**config.mk**
```make
export PLATFORM = sky130hd
export DESIGN_NAME = nios_uart_mem_arbiter
export DESIGN_NICKNAME = d
export VERILOG_FILES = /design/src/rtl/nios_uart_mem_arbiter.sv
export SDC_FILE = /design/constraint.sdc
export NUM_CORES = 1
export LEC_CHECK = 0
export BUFFER_PORTS_ARGS = -buffer_cell sky130_fd_sc_hd__buf_4
export CAP_MARGIN = 15
export CORE_AREA = 2 2 94 96
export DETAILED_ROUTE_END_ITERATION = 12
export DIE_AREA = 0 0 96 98
export PLACE_DENSITY_LB_ADDON = 0.05
export SLEW_MARGIN = 10
export SYNTH_ARGS = -nofsm -noshare
export SYNTH_HDL_FRONTEND = slang
export SYNTH_SLANG_ARGS = --single-unit
export TNS_END_PERCENT = 5
```
**constraint.sdc**
```tcl
create_clock -name clk -period 2.7 [get_ports clk]
set_input_delay 0.54 -clock clk [delete_from_list [all_inputs] [get_ports clk]]
set_output_delay 0.54 -clock clk [all_outputs]
set_load 0.05 [all_outputs]
```
**src/rtl/nios_uart_mem_arbiter.sv**
```systemverilog
// Round-robin, bounded-hold arbiter sharing one single-port 1024x32 RAM between
// the Nios II data master (port A) and the SERDES capture/playback engine (port B).
// Optional build macro MEM_ARB_WP_EN adds a port-B write-protect window.
module nios_uart_mem_arbiter #(
  parameter int                ADDR_W   = 10,
  parameter int                DATA_W   = 32,
  parameter int                BE_W     = DATA_W / 8,
  parameter int                MAX_HOLD = 8,
  parameter logic [ADDR_W-1:0] WP_BASE  = ADDR_W'(10'h000),
  parameter logic [ADDR_W-1:0] WP_LIMIT = ADDR_W'(10'h0FF)
) (
  input  logic              clk,
  input  logic              reset,
  input  logic [ADDR_W-1:0] a_address,
  input  logic [BE_W-1:0]   a_byteenable,
  input  logic              a_read,
  input  logic              a_write,
  input  logic [DATA_W-1:0] a_writedata,
  output logic              a_waitrequest,
  output logic [DATA_W-1:0] a_readdata,
  output logic              a_readdatavalid,
  input  logic [ADDR_W-1:0] b_address,
  input  logic [BE_W-1:0]   b_byteenable,
  input  logic              b_read,
  input  logic              b_write,
  input  logic [DATA_W-1:0] b_writedata,
  output logic              b_waitrequest,
  output logic [DATA_W-1:0] b_readdata,
  output logic              b_readdatavalid,
  output logic [ADDR_W-1:0] mem_address,
  output logic [BE_W-1:0]   mem_byteenable,
  output logic              mem_chipselect,
  output logic              mem_write,
  output logic [DATA_W-1:0] mem_writedata,
  input  logic [DATA_W-1:0] mem_readdata,
  output logic              wp_violation
);

  typedef enum logic {PORT_A = 1'b0, PORT_B = 1'b1} port_e;

  localparam logic [7:0] HOLD_MAX = 8'(MAX_HOLD);

  port_e      owner, owner_next, rd_port, grant_port;
  logic [7:0] hold_cnt, hold_next;
  logic       rd_pend, wp_flag;
  logic       req_a, req_b, grant_a, grant_b, grant_any;
  logic       gnt_read, gnt_write, wp_hit;

  assign req_a = a_read | a_write;
  assign req_b = b_read | b_write;

  // Under contention the owner wins unless it has used up its hold budget;
  // the XOR flips the winner exactly when the budget is exhausted.
  always_comb begin
    // NOTE: every always_comb output gets a default first so no path infers a latch.
    grant_a = 1'b0;
    grant_b = 1'b0;
    if (!reset) begin
      if (req_a && req_b) begin
        if ((owner == PORT_A) ^ (hold_cnt == HOLD_MAX)) grant_a = 1'b1;
        else                                             grant_b = 1'b1;
      end else begin
        grant_a = req_a;
        grant_b = req_b;
      end
    end
  end

  assign grant_any  = grant_a | grant_b;
  assign grant_port = grant_b ? PORT_B : PORT_A;

  // Read+write together on one port is a write with no data return.
  assign gnt_write = (grant_a & a_write) | (grant_b & b_write);
  assign gnt_read  = (grant_a & a_read & ~a_write) | (grant_b & b_read & ~b_write);

`ifdef MEM_ARB_WP_EN
  // Window test as one unsigned offset compare; relies on WP_BASE <= WP_LIMIT.
  localparam logic [ADDR_W-1:0] WP_SPAN = WP_LIMIT - WP_BASE;
  logic [ADDR_W-1:0] b_offset;
  assign b_offset = b_address - WP_BASE;
  assign wp_hit   = grant_b & b_write & (b_offset <= WP_SPAN);
`else
  logic unused_wp_window;
  assign unused_wp_window = ^{WP_BASE, WP_LIMIT};
  assign wp_hit           = 1'b0;
`endif

  assign mem_address    = grant_b ? b_address    : a_address;
  assign mem_byteenable = grant_b ? b_byteenable : a_byteenable;
  assign mem_writedata  = grant_b ? b_writedata  : a_writedata;
  assign mem_chipselect = grant_any & ~wp_hit;
  assign mem_write      = gnt_write & ~wp_hit;

  assign a_waitrequest = reset | (req_a & ~grant_a);
  assign b_waitrequest = reset | (req_b & ~grant_b);

  // The RAM output is unregistered, so both ports see it; only the strobe is steered.
  assign a_readdata      = mem_readdata;
  assign b_readdata      = mem_readdata;
  assign a_readdatavalid = ~reset & rd_pend & (rd_port == PORT_A);
  assign b_readdatavalid = ~reset & rd_pend & (rd_port == PORT_B);
  assign wp_violation    = wp_flag;

  always_comb begin
    owner_next = owner;
    hold_next  = hold_cnt;
    if (grant_any) begin
      if (grant_port == owner) begin
        if (hold_cnt < HOLD_MAX) hold_next = hold_cnt + 8'd1;
      end else begin
        owner_next = grant_port;
        hold_next  = 8'd1;
      end
    end
  end

  always_ff @(posedge clk) begin
    // NOTE: sequential state uses non-blocking assignments so every register samples pre-edge values.
    if (reset) begin
      owner    <= PORT_A;
      hold_cnt <= '0;
      rd_pend  <= 1'b0;
      rd_port  <= PORT_A;
      wp_flag  <= 1'b0;
    end else begin
      owner    <= owner_next;
      hold_cnt <= hold_next;
      rd_pend  <= gnt_read;
      rd_port  <= grant_port;
      if (wp_hit) wp_flag <= 1'b1;
    end
  end

endmodule

```
## Word-level counts from Yosys, hierarchy flattened

Cells that the tools add are included.

- Add/subtract/negate cells: 1
- Magnitude comparators: 1
- Equal/unequal tests: 3
- Muxes and demuxes: 12
- Bitwise logic cells: 27
- Reductions and logical operators: 3

Operators with widths:

| operator | number |
|---|---|
| 32-bit two-way mux | 1 |
| 8-bit two-way mux | 2 |
| 1-bit AND | 11 |
| 10-bit two-way mux | 1 |
| 8-bit by 1-bit adder with 8-bit output (second input constant) | 1 |
| 8-bit by 4-bit == test with 1-bit output (second input constant) | 1 |
| 8-bit by 4-bit < comparator with 1-bit output (second input constant) | 1 |
| 1-bit NOT | 8 |
| 1-bit two-way mux | 7 |
| 1-bit bitwise OR | 7 |
| 4-bit two-way mux | 1 |
| 2-bit AND reduction | 2 |
| 2-bit by 1-bit != test with 1-bit output (second input constant) | 1 |
| 1-bit == test | 1 |
| 1-bit logical AND | 1 |
| 1-bit bitwise XOR | 1 |

- Register bits after elaboration: 11
- Input port bits: 130
- Output and inout bits: 117
- Logic and storage cells: 51

## Logic depth before layout (Yosys ltp)

Gate-level depths: netlist of run 1.

- Depth in word-level cells: 9
- Gate-level depth with buffers: 10
- Gate-level depth less buffers: 7

## Worst setup path after synthesis of run 1

No wires, ideal clock.

- Path type: register to output
- Start: register hold_cnt[0]
- End: output mem_write
- Arrival time: 2494 ps
- Data required time: 2160 ps
- Path slack: -334 ps
- Cell stages (with the launch flop): 8
- Buffers on the path: 1
- Path through: dfxtp_1 inv_1 ha_1 and3b_1 a21o_1 and2_1 buf_6 a221oi_1

- Cells in the longest elaborated chain, start to end: 7
- Elaborated cells on any way between the ends: 11
- Those cells by class: 1 x eq/ne; 6 x mux; 4 x bitwise

RTL lines:

| what | RTL line | RTL |
|---|---|---|
| start, declared | 44 | `logic [7:0] hold_cnt, hold_next;` |
| start signal, assigned | 127 | `hold_cnt <= hold_next;` |
| 8-bit by 4-bit == test with 1-bit output (*) | 60 | `if ((owner == PORT_A) ^ (hold_cnt == HOLD_MAX)) grant_a = 1'b1;` |
| 1-bit bitwise XOR (*) | 60 |  |
| 1-bit two-way mux | 60 |  |
| 1-bit two-way mux | 59 | `if (req_a && req_b) begin` |
| 1-bit two-way mux | 58 | `if (!reset) begin` |
| 1-bit AND | 73 | `assign gnt_write = (grant_a & a_write) \| (grant_b & b_write);` |
| 1-bit bitwise OR (*) | 73 |  |
| end, declared | 33 | `output logic mem_write,` |

Mark *: on every way between the ends. The rest lies on a longest branch, timed or not.

## Worst setup path after layout of run 1

- Start: register hold_cnt[1]
- End: output mem_writedata[31]

- Cells in the longest elaborated chain, start to end: 6

RTL lines:

| what | RTL line | RTL |
|---|---|---|
| 8-bit by 4-bit == test with 1-bit output | 60 |  |
| 1-bit bitwise XOR | 60 |  |
| 1-bit two-way mux | 60 |  |
| 1-bit two-way mux | 59 |  |
| 1-bit two-way mux | 58 |  |
| 32-bit two-way mux | 90 | `assign mem_writedata = grant_b ? b_writedata : a_writedata;` |
| end, declared | 34 | `output logic [DATA_W-1:0] mem_writedata,` |

Every way passes these cells.

==> results of run 1 <==
## cells in the final DEF, fill, tap and decap left out, drive strengths merged, types with 3 or more instances in the layout
| cell | synthesis | routed |
|---|---|---|
| buf | 71 | 170 |
| mux2 | 46 | 46 |
| dfxtp | 11 | 11 |
| inv | 8 | 8 |
| a21oi | 7 | 7 |
| nor2 | 5 | 5 |
| o21ai | 5 | 5 |
| nor3 | 4 | 4 |
| and2 | 4 | 4 |
| clkbuf | 3 | 4 |
| nand3 | 3 | 3 |
| nand2 | 3 | 3 |
| a211oi | 3 | 3 |
## through the flow
stage | setup slack, ns | utilization, % | cell area [µm²] | hold slack, ns | instances
after floorplan | -0.197 | - | 1900 | 0.477 | 202
after global placement | -0.0442 | 32.6 | 2760 | 0.508 | 404
after detailed placement | -0.0529 | 32.6 | 2760 | 0.511 | 404
after CTS | -0.283 | 35.0 | 2960 | 0.520 | 409
after global routing | -0.301 | 36.6 | 3100 | 0.544 | 410
final | -0.214 | 36.6 | 3100 | 0.518 | 410
## cell type report
class	instances	share of cell area [%]
inverters	8	0.970
repair buffers	170	50.5
clock buffers	4	1.45
multi-input cells	109	35.5
well taps	108	4.36
flip-flops and latches	11	7.19
## worst max-delay path: cells and delay by family, from the launching register on
family	cells	cell delay, ns
buffers and inverters	4	0.51
multiplexers	1	0.34
flip-flops	1	0.33
adder cells (fa/ha/maj)	1	0.15
AND/OR/NAND/NOR	2	0.37
AO/OA/AOI/OAI	2	0.43
## state kept, by name, summed over array words and instances, names as in the netlist
name	flops
rd_port	1
hold_cnt	8
rd_pend	1
owner	1
## cells by family after synthesis
logic type / Yosys count / synth area share, %
compound gates: 31 / 11.8
fa+ha+maj: 2 / 1.32
simple gates: 29 / 9.25
flops: 11 / 11.6
other cells: 1 / 0.198
buf+inv: 82 / 32.7
mux: 46 / 33.1
## cell usage after synthesis, types with 2 or more instances
library cell  number
nor2_1             5
and2_1             4
dfxtp_1           11
buf_12             3
clkbuf_1           3
o21a_1             2
mux2_2            17
nand3_1            3
buf_6              2
and3_1             2
inv_1              8
or2_2              2
mux2_4            29
o22ai_1            2
a31o_2             2
a21oi_1            7
nand2_1            3
a211oi_1           2
o21ai_0            5
ha_1               2
buf_4             66
nor3_1             4
## per-layer routing
layer | part of all wire, % | wire, µm | global-route usage [%] | up-vias
met3 | 12 | 822 | 4.40 | 15
met2 | 49 | 3290 | 22.2 | 111
met4 | 1.0 | 70 | 2.42 | 0
met1 | 38 | 2550 | 15.3 | 831
li1 | - | - | - | 835
met5 | 0 | 0 | 0 | -
## power groups by stage
| stage | logic (mW) | registers, mW | clock network (mW) |
|---|---|---|---|
| 4_1_cts | 0.687 | 0.172 | 0.171 |
| 6_report | 0.717 | 0.172 | 0.166 |
| 3_5_place_dp | 0.646 | 0.175 | 0 |
| 5_1_grt | 0.750 | 0.173 | 0.181 |
| 2_1_floorplan | 0.653 | 0.175 | 0 |
| 3_3_place_gp | 0.648 | 0.175 | 0 |
## worst min-delay path by stage
stage                                to                startpoint  cells after the start
6_report       hold_cnt[6]$_SDFFE_PP0P_  hold_cnt[6]$_SDFFE_PP0P_                      1
5_1_grt        hold_cnt[6]$_SDFFE_PP0P_  hold_cnt[6]$_SDFFE_PP0P_                      1
4_1_cts        hold_cnt[5]$_SDFFE_PP0P_  hold_cnt[5]$_SDFFE_PP0P_                      1
3_5_place_dp   hold_cnt[6]$_SDFFE_PP0P_  hold_cnt[6]$_SDFFE_PP0P_                      1
3_3_place_gp   hold_cnt[6]$_SDFFE_PP0P_  hold_cnt[6]$_SDFFE_PP0P_                      1
2_1_floorplan  hold_cnt[3]$_SDFFE_PP0P_  hold_cnt[3]$_SDFFE_PP0P_                      1
## timing repair
action                                  4_1_cts  5_1_grt
hold endpoints to repair                      0        0
gates cloned                                  1        0
endpoints found under the setup margin       47       47
setup buffers                                 0        1
resized for setup                            37       36
pin swaps                                     1        4
==> results by group, run 1 <==
CTS
  – CTS tree: yes
  – H-tree Lvls: 1
  – CTS Sinks: 11
  – Clk slew on worst S/H paths: roughly 0.050 ns
  – CTS Hold Bufs: 0
  – CTS Buf Count: 3
  – Clk_lat worst skew: 0.24 ns
  – Longest Clk Path Bufs: 2
  – Root Buffer: clkbuf_8

Status
  – Outcome: finished with violations
  – Failing checks: negative setup slack

Power and ir drop
  – Int Power: slightly above 600 µW
  – Switch share: 41.7%
  – Leakage: between 1.5 and 2 nW
  – Reg power frac: between 10% and 20%
  – PD cells: 341 nW/µm²
  – Clock network power share: between 15 and 20%
  – Share of total power in combinational logic: approximately two thirds
  – IR drop worst, VDD: 0.268 mV
  – Overall Power: around 1.1 mW
  – P_sw: 440 µW

Setup path
  – CP startpoint: hold_cnt[1]$_SDFFE_PP0P_
  – CP max FO: 6
  – Crit-path most repeated cell: buf_6
  – Critical path class: reg2out
  – Cell chain of the critical path: inv_2, ha_4, and3b_2, a21o_1, and2_4, a211oi_4, buf_6, buf_12, mux2_2, buf_6
  – Crit path capture type: primary output
  – CP Launch Type: register
  – Slowest CP cell: mux2_2
  – Worst r2r path cells: 5
  – Worst EP required: 2.16 ns
  – RR Startpoint: hold_cnt[6]$_SDFFE_PP0P_
  – FF-to-FF setup slack: about 0.93 ns
  – Crit-path max cell delay: around 0.34 ns
  – CP arrival: 2.37 ns
  – CP endpoint: mem_writedata[31]
  – Reg-to-reg endpoint: hold_cnt[2]$_SDFFE_PP0P_

Detailed routing
  – Vias/cell: 4.37
  – First DRT Iteration DRCs: 39
  – 1st-pass router iterations: 4
  – DRC Markers: 0
  – ANT nets after route: 0
  – Drt wl/cell: ~16 µm
  – Via Count: 1,792
  – Wirelength, routed: 6730 µm

Job
  – Max Cap Viol: 0

Logic synthesis
  – Number of distinct library cells after synthesis: 40
  – Yosys warning count: 0
  – EDFF count, synth: 0
  – Top_reg_cell synth: dfxtp_1
  – Share of synthesized flip-flops with an asynchronous set or reset: 0%
  – Syn_area_per_cell: between 9 and 10 µm²
  – Synthesized area: 1890 µm²
  – Area contributors post-synth: buf_4 (26%), mux2_4 (23%), dfxtp_1 (12%), mux2_2 (10%), buf_12 (3.2%)
  – Synth top area share: 26.2%
  – Cell taking the most area after synthesis: buf_4
  – Net Count, Synth: roughly 330
  – Cells after synthesis: slightly above 200
  – Sequential cell area fraction in the yosys report: between 10% and 20%
  – Yosys reg bits: 11

Die
  – Site Rows: 34
  – Core Region: 8470 µm²
  – I/O pin count: about 250
  – Initial core utilization: about 22%
  – Die X: 96 µm
  – Die Y: ~98 µm
  – Die ar.: about 9400 µm²

Timing
  – Final Hold Fails: 0
  – Period utilization: 108%
  – Count of pins over their slew limit: 0
  – Post-route setup TNS: -8.13 ns
  – Clock skew: roughly 0.0059 ns
  – Fin worst setup slack: -0.214 ns
  – Fin crit period: around 2.9 ns
  – Maximum clock rate: ~340 MHz
  – # setup viols final: 46
  – RSZ-0062 raised after global routing: true

Global route
  – Initial antenna violation count: 0
  – Maximum number of pins on one net before global-route repair: 13
  – First-pass GRT wire length: around 9400 µm
  – Vias in the first global route: about 1,700
  – Gr ovfl total: 0
  – Global Route Usage Sum: ~13%

Placed design
  – Final Wtd Congestion: between 0.7 and 0.8
  – Port bufs: around 150
  – DP HPWL: roughly 5700 µm

Min path
  – Type of the worst min-delay path: reg2reg

Final layout
  – Multi-input gate area: between 1000 and 1500 µm²
  – Antenna Cells: 0
  – Nets: ~440
  – Synth-to-layout area growth: 63.5%
  – Filler cell count: roughly 850
  – FF/Latch Area: around 220 µm²
  – Ratio of cells with drive above 1 in the final layout: roughly 77%
Power figures use the tool's default switching activity.
==> inputs of run 2 (changes only) <==
Settings changed: ABC_AREA set to 1, CORE_AREA 2 2 94 96 to 2 2 96 98, DIE_AREA 0 0 96 98 to 0 0 98 100.
==> results by group, run 2 <==
Logic synthesis
  – Net Count, Synth: 435 (was 334)
  – Cell taking the most area after synthesis: nand2_1 (was buf_4)
  – Sequential cell area fraction in the yosys report: 11.8% (was 11.6%)
  – Largest family of logic cells by synthesized area: simple AND/OR/NAND/NOR gates (was multiplexers)
  – Number of distinct library cells after synthesis: 30 (was 40)
  – Post-synthesis mux area share: 0% (was 33.1%)
  – Area contributors post-synth: nand2_1 (27%), buf_4 (26%), dfxtp_1 (12%), nand2_4 (7.2%), nand2_2 (4.0%) (was buf_4 (26%), mux2_4 (23%), dfxtp_1 (12%), mux2_2 (10%), buf_12 (3.2%))
  – Synthesized area: 1870 µm² (was 1890 µm²)
  – Most instantiated cells after synthesis: nand2_1 (134), buf_4 (65), nor2_1 (18), nand2_2 (12), nand2_4 (12) (was buf_4 (66), mux2_4 (29), mux2_2 (17), dfxtp_1 (11), inv_1 (8))
  – Yosys warning count: 0 (unchanged)
  – EDFF count, synth: 0 (unchanged)
  – Most common cell in the netlist: nand2_1 (was buf_4)
  – Post-synthesis compound-gate area fraction: 3.42% (was 11.8%)
  – Top_reg_cell synth: dfxtp_1 (unchanged)
  – Synth Area in Simple Gates: 48.1% (was 9.25%)
  – Cells after synthesis: 303 (was 202)
  – Share of synthesized flip-flops with an asynchronous set or reset: 0% (unchanged)
  – Synth top area share: 27.0% (was 26.2%)
  – Synthesized-area fraction occupied by adder cells: 1.34% (was 1.32%)
  – Post-Synth XOR/XNOR Area: 0.939% (was 0%)
  – Yosys reg bits: 11 (unchanged)
  – Syn_area_per_cell: 6.16 µm² (was 9.38 µm²)

Setup path
  – CP max FO: 11 (was 6)
  – Slowest CP cell: dfxtp_2 (was mux2_2)
  – CP arrival: 1.96 ns (was 2.37 ns)
  – Worst r2r path cells: 14 (was 5)
  – Critical path class: reg2out (unchanged)
  – Worst EP required: 2.16 ns (about the same)
  – CP Launch Type: register (unchanged)
  – FF-to-FF setup slack: 0.89 ns (was 0.93 ns)
  – RR Startpoint: hold_cnt[0]$_SDFFE_PP0P_ (was hold_cnt[6]$_SDFFE_PP0P_)
  – Crit-path max cell delay: 0.36 ns (was 0.34 ns)
  – CP delay by family, top: simple AND/OR/NAND/NOR gates (was buffers and inverters)
  – Reg-to-reg endpoint: hold_cnt[6]$_SDFFE_PP0P_ (was hold_cnt[2]$_SDFFE_PP0P_)
  – Crit path capture type: primary output (unchanged)
  – Crit-path most repeated cell: nand2_1 (was buf_6)
  – Cell chain of the critical path: inv_1, ha_1, nand3_2, nor2_1, nand2_1, nand2_2, nand2_4, nand2_8, inv_6, buf_4, nand2_1, nand2_1, buf_4 (was inv_2, ha_4, and3b_2, a21o_1, and2_4, a211oi_4, buf_6, buf_12, mux2_2, buf_6)
  – Buffer and inverter count on the worst path: 4 (unchanged)

Power and ir drop
  – Leakage: 1.57 nW (was 1.51 nW)
  – Overall Power: 1.13 mW (was 1.06 mW)
  – PD cells: 421 nW/µm² (was 341 nW/µm²)
  – IR drop worst, VDD: 0.189 mV (was 0.268 mV)

Global route
  – Gr ovfl total: 0 (unchanged)
  – Vias in the first global route: 1,853 (was 1,723)
  – Global Route Usage Sum: 11.3% (was 12.9%)
  – Initial antenna violation count: 0 (unchanged)
  – First-pass GRT wire length: 9200 µm (was 9430 µm)
  – Maximum number of pins on one net before global-route repair: 30 (was 13)

Timing
  – RSZ-0062 raised after global routing: false (was true)
  – # setup viols final: 0 (was 46)
  – Fin crit period: 2.50 ns (was 2.91 ns)
  – Post-route setup TNS: 0 ns (was -8.13 ns)
  – Maximum clock rate: 400 MHz (was 343 MHz)
  – Count of pins over their slew limit: 0 (unchanged)
  – Period utilization: 92.5% (was 108%)
  – Clock skew: 0.00161 ns (was 0.00587 ns)
  – Final Hold Fails: 0 (unchanged)

Die
  – Die Y: 100 µm (was 98 µm)
  – Core Region: 8890 µm² (was 8470 µm²)
  – Initial core utilization: 21.0% (was 22.4%)
  – Site Rows: 35 (was 34)
  – Die X: 98 µm (was 96 µm)
  – Die ar.: 9800 µm² (was 9410 µm²)
  – I/O pin count: 247 (unchanged)

Final layout
  – Ratio of cells with drive above 1 in the final layout: 50.1% (was 77.5%)
  – Most flop-heavy register: hold_cnt (unchanged)
  – Antenna Cells: 0 (unchanged)
  – Nets: 522 (was 435)
  – Synth-to-layout area growth: 43.6% (was 63.5%)
  – Commonest non-fill, non-tap cell in the layout: buf_4 (unchanged)
  – Highest-count cells in the layout ignoring fill and taps: buf_4 (154), nand2_1 (134), nor2_1 (18) (was buf_4 (115), buf_6 (42), mux2_4 (35))
  – Max FFs per register: 8 (unchanged)
  – Filler cell count: 980 (was 847)

Detailed routing
  – Metal3 WL: 661 µm (was 822 µm)
  – 1st-pass router iterations: 4 (unchanged)
  – Met2 wire len: 2900 µm (was 3290 µm)
  – M1 wire length: 2480 µm (was 2550 µm)
  – Vias/cell: 4.01 (was 4.37)
  – ANT nets after route: 0 (unchanged)
  – First DRT Iteration DRCs: 58 (was 39)
  – Wirelength, routed: 6100 µm (was 6730 µm)
  – Drt wl/cell: 12.2 µm (was 16.4 µm)
  – Via Count: 2,007 (was 1,792)
  – Uppermost layer routed: met4 (unchanged)
  – DRC Markers: 0 (unchanged)

Min path
  – Hold path depth: 2 (was 1)
  – Type of the worst min-delay path: reg2reg (unchanged)
  – WHS Endpoint: hold_cnt[5]$_SDFFE_PP0P_ (was hold_cnt[6]$_SDFFE_PP0P_)
  – HP Start: hold_cnt[5]$_SDFFE_PP0P_ (was hold_cnt[6]$_SDFFE_PP0P_)

CTS
  – Clk_lat worst skew: 0.24 ns (about the same)
  – Setup Fix Bufs, Post-CTS: 0 (unchanged)
  – CTS Sinks: 11 (unchanged)
  – H-tree Lvls: 1 (unchanged)
  – Longest Clk Path Bufs: 2 (unchanged)
  – CTS tree: yes (unchanged)
  – Clk slew on worst S/H paths: 0.05 ns (about the same)
  – CTS-repair resized insts: 0 (was 37)
  – Root Buffer: clkbuf_8 (unchanged)
  – CTS Hold Bufs: 0 (unchanged)
  – CTS Buf Count: 3 (unchanged)

Job
  – Max Cap Viol: 0 (unchanged)

Placed design
  – Final Wtd Congestion: 0.739 (was 0.717)
  – Port bufs: 149 (unchanged)
  – DP HPWL: 4980 µm (was 5660 µm)

Status
  – Outcome: complete, no violations (was finished with violations)
-- run 2: worst max-delay path by stage --
stage                              from          endpoint  depth (start not counted)
6_report       hold_cnt[0]$_SDFFE_PP0P_  mem_writedata[3]                         13
4_1_cts        hold_cnt[0]$_SDFFE_PP0P_  mem_writedata[8]                         12
2_1_floorplan  hold_cnt[0]$_SDFFE_PP0P_     a_waitrequest                          9
3_5_place_dp                    b_write  mem_writedata[3]                         10
3_3_place_gp                    b_write  mem_writedata[3]                         10
5_1_grt        hold_cnt[1]$_SDFFE_PP0P_  mem_writedata[4]                         13
-- run 2: area by class of cell --
cell class              instances  area (µm²)  area share, %
repair buffers                158        1220           45.6
multi-input cells             206        1010           37.6
flip-flops and latches         11         221           8.27
well taps                     111         139           5.18
inverters                      10        42.5           1.59
clock buffers                   3        41.3           1.54
clock inverters                 1        5.00          0.187
-- run 2: cell families (layout without fill, tap and decap cells) --
| family | after synthesis | count (layout) |
|---|---|---|
| DFF | 11 | 11 |
| AOI/OAI and AO/OA | 10 | 10 |
| xor gates and xnor gates | 2 | 2 |
| and+or+nand+nor | 191 | 191 |
| adders and majority gates | 2 | 2 |
| buffers and inverters | 86 | 172 |
| other | 1 | 1 |
-- run 2: worst min-delay path: stages (launching register included) --
cell and delay (ns):
dfxtp_1 0.30, nand2_1 0.06, nor2_1 0.03
-- run 2: per-stage QoR --
stage | hold slack (ns) | area (µm²) | cells | setup WS [ns] | util [%]
after CTS | 0.440 | 2660 | 500 | 0.0422 | 30.0
after global routing | 0.451 | 2680 | 500 | 0.00610 | 30.1
after floorplan | 0.417 | 1870 | 303 | 0.0341 | -
after global placement | 0.428 | 2620 | 496 | 0.303 | 29.4
after detailed placement | 0.431 | 2620 | 496 | 0.274 | 29.4
final | 0.434 | 2680 | 500 | 0.202 | 30.1
-- run 2: layer usage --
metal / global-route usage, % / up-vias
met5: 0 / -
met4: 2.03 / 0
met3: 4.32 / 18
met2: 19.1 / 107
met1: 13.8 / 856
li1: - / 1026
-- run 2: where the power goes --
| group | switching (mW) | internal [mW] | total, mW | leakage (nW) |
|---|---|---|---|---|
| clock | 0.0674 | 0.102 | 0.169 | 0.0255 |
| combinational | 0.493 | 0.282 | 0.775 | 1.46 |
| sequential | 0.0103 | 0.173 | 0.183 | 0.0904 |
| total | 0.571 | 0.556 | 1.13 | 1.57 |
==> inputs of run 3 (changes only) <==
Settings changed: BUFFER_PORTS_ARGS -buffer_cell sky130_fd_sc_hd__buf_4 to not set, CORE_AREA 2 2 96 98 to 2 2 95 97, DIE_AREA 0 0 98 100 to 0 0 97 99, DONT_BUFFER_PORTS set to 1, GPL_ROUTABILITY_DRIVEN set to 0.
==> results by group, run 3 (synthesized netlist as in run 2, its figures left out) <==
Placed design
  – Place WS: 0.219 ns (was 0.274 ns)
  – Port bufs: 0 (was 149)
  – Placed cell area: 2200 µm² (was 2620 µm²)
  – DP HPWL: 4700 µm (was 4980 µm)

Detailed routing
  – M1 wire length: 2260 µm (was 2480 µm)
  – Metal3 WL: 569 µm (was 661 µm)
  – 1st-pass router iterations: 4 (unchanged)
  – Via Count: 1,627 (was 2,007)
  – Vias/cell: 4.22 (was 4.01)
  – Uppermost layer routed: met4 (unchanged)
  – First DRT Iteration DRCs: 20 (was 58)
  – ANT nets after route: 0 (unchanged)
  – DRC Markers: 0 (unchanged)
  – Wirelength, routed: 6250 µm (was 6100 µm)
  – Met2 wire len: 3260 µm (was 2900 µm)
  – Drt wl/cell: 16.2 µm (was 12.2 µm)

Setup path
  – Crit-path max cell delay: 0.34 ns (was 0.36 ns)
  – CP Launch Type: register (unchanged)
  – CP max FO: 12 (was 11)
  – CP arrival: 1.99 ns (was 1.96 ns)
  – FF-to-FF setup slack: 0.86 ns (was 0.89 ns)
  – CP delay by family, top: simple AND/OR/NAND/NOR gates (unchanged)
  – Crit path capture type: primary output (unchanged)
  – Slowest CP cell: dfxtp_2 (unchanged)
  – Worst EP required: 2.16 ns (about the same)
  – Cell chain of the critical path: inv_1, ha_1, nand3_2, nor2_1, nand2_1, nand2_2, nand2_4, nand2_8, inv_4, clkbuf_16, a32o_2, buf_12 (was inv_1, ha_1, nand3_2, nor2_1, nand2_1, nand2_2, nand2_4, nand2_8, inv_6, buf_4, nand2_1, nand2_1, buf_4)
  – RR Startpoint: hold_cnt[0]$_SDFFE_PP0P_ (unchanged)
  – Critical path class: reg2out (unchanged)
  – Worst r2r path cells: 14 (unchanged)
  – Reg-to-reg endpoint: hold_cnt[3]$_SDFFE_PP0P_ (was hold_cnt[6]$_SDFFE_PP0P_)
  – Buffer and inverter count on the worst path: 4 (unchanged)

Final layout
  – Ratio of cells with drive above 1 in the final layout: 31.3% (was 50.1%)
  – Nets: 411 (was 522)
  – Filler cell count: 945 (was 980)
  – Max FFs per register: 8 (unchanged)
  – Most flop-heavy register: hold_cnt (unchanged)
  – Commonest non-fill, non-tap cell in the layout: nand2_1 (was buf_4)
  – Synth-to-layout area growth: 24.5% (was 43.6%)
  – Design area: 2320 µm² (was 2680 µm²)
  – Highest-count cells in the layout ignoring fill and taps: nand2_1 (133), buf_12 (37), nor2_1 (18) (was buf_4 (154), nand2_1 (134), nor2_1 (18))
  – Antenna Cells: 0 (unchanged)

Power and ir drop
  – Overall Power: 1.18 mW (was 1.13 mW)
  – PD cells: 506 nW/µm² (was 421 nW/µm²)
  – IR drop worst, VDD: 0.201 mV (was 0.189 mV)
  – Leakage: 1.21 nW (was 1.57 nW)

Timing
  – Worst relative slew slack: a little over half
  – RSZ-0062 raised after global routing: false (unchanged)
  – Clock skew: 0.00590 ns (was 0.00161 ns)
  – Post-route setup TNS: 0 ns (unchanged)
  – Period utilization: 93.6% (was 92.5%)
  – WHS: 0.363 ns (was 0.434 ns)
  – Count of pins over their slew limit: 0 (unchanged)
  – Final Hold Fails: 0 (unchanged)
  – Maximum clock rate: 396 MHz (was 400 MHz)
  – # setup viols final: 0 (unchanged)
  – Fin worst setup slack: 0.173 ns (was 0.202 ns)
  – Slew @ Worst Pin: 0.693 ns
  – Fin crit period: 2.53 ns (was 2.50 ns)

Die
  – Die X: 97 µm (was 98 µm)
  – I/O pin count: 247 (unchanged)
  – Core Region: 8550 µm² (was 8890 µm²)
  – Die ar.: 9600 µm² (was 9800 µm²)
  – Initial core utilization: 21.8% (was 21.0%)
  – Site Rows: 34 (was 35)
  – Die Y: 99 µm (was 100 µm)

Global route
  – Maximum number of pins on one net before global-route repair: 50 (was 30)
  – Initial antenna violation count: 0 (unchanged)
  – Global Route Usage Sum: 10.8% (was 11.3%)
  – Vias in the first global route: 1,569 (was 1,853)
  – Gr ovfl total: 0 (unchanged)
  – First-pass GRT wire length: 8440 µm (was 9200 µm)

CTS
  – Clk_lat worst skew: 0.24 ns (about the same)
  – CTS Buf Count: 3 (unchanged)
  – CTS Sinks: 11 (unchanged)
  – Clk slew on worst S/H paths: 0.05 ns (about the same)
  – CTS Hold Bufs: 0 (unchanged)
  – Root Buffer: clkbuf_8 (unchanged)
  – CTS tree: yes (unchanged)
  – Longest Clk Path Bufs: 2 (unchanged)
  – H-tree Lvls: 1 (unchanged)

Min path
  – Hold path depth: 1 (was 2)
  – HP Start: reset (was hold_cnt[5]$_SDFFE_PP0P_)
  – WHS Endpoint: hold_cnt[7]$_SDFFE_PP0P_ (was hold_cnt[5]$_SDFFE_PP0P_)
  – Type of the worst min-delay path: in2reg (was reg2reg)

Status
  – Outcome: complete, no violations (unchanged)

Job
  – Max Cap Viol: 0 (unchanged)
run 3: worst max path at each step:
stage	to	cells after the start	start	slack [ns]
after CTS	mem_address[9]	13	hold_cnt[0]$_SDFFE_PP0P_	0.0004
after floorplan	a_waitrequest	9	hold_cnt[0]$_SDFFE_PP0P_	0.03
after global placement	mem_writedata[9]	9	a_write	0.23
after detailed placement	mem_address[9]	9	b_write	0.22
final	mem_write	12	hold_cnt[0]$_SDFFE_PP0P_	0.17
after global routing	mem_writedata[3]	13	hold_cnt[0]$_SDFFE_PP0P_	0.004
run 3: final cells by class:
type,count,area [µm²],share of cell area [%]
timing repair buffer,46,857,36.9
tap,108,135,5.82
clock buffer,3,41.3,1.78
inverter,10,40.0,1.72
multi-input combinational,207,1020,44.0
clock inverter,1,5.00,0.215
sequential,11,223,9.59
run 3: timing repair:
| item | 4_1_cts | 5_1_grt |
|---|---|---|
| pin swaps | 0 | 0 |
| gates resized for setup | 6 | 1 |
| buffers inserted | 0 | 1 |
| setup endpoints to repair | 37 | 47 |
| cloned | 0 | 3 |
run 3: power by group:
group	switching [mW]	leakage (nW)	total (mW)	internal (mW)
sequential	0.00993	0.0907	0.183	0.173
clock	0.0630	0.0255	0.164	0.101
combinational	0.511	1.10	0.829	0.318
run 3: layer usage:
layer	up-vias	track usage (%)
met5	-	0
met4	0	4.12
met3	17	3.55
met2	96	19.9
met1	707	11.5
li1	807	-
run 3: worst reg2reg max path: cells and delay by family (launching register included):
family                     cells  cell delay, ns
DFF                            1            0.34
buffers and inverters          2            0.27
adders and majority gates      1            0.15
and+or+nand+nor               11            0.98
run 3: per-stage QoR:
step / utilization (%) / instances
floorplan: - / 303
global placement: 25.7 / 378
detailed placement: 25.7 / 378
CTS: 26.5 / 382
global route: 27.2 / 386
finish: 27.2 / 386
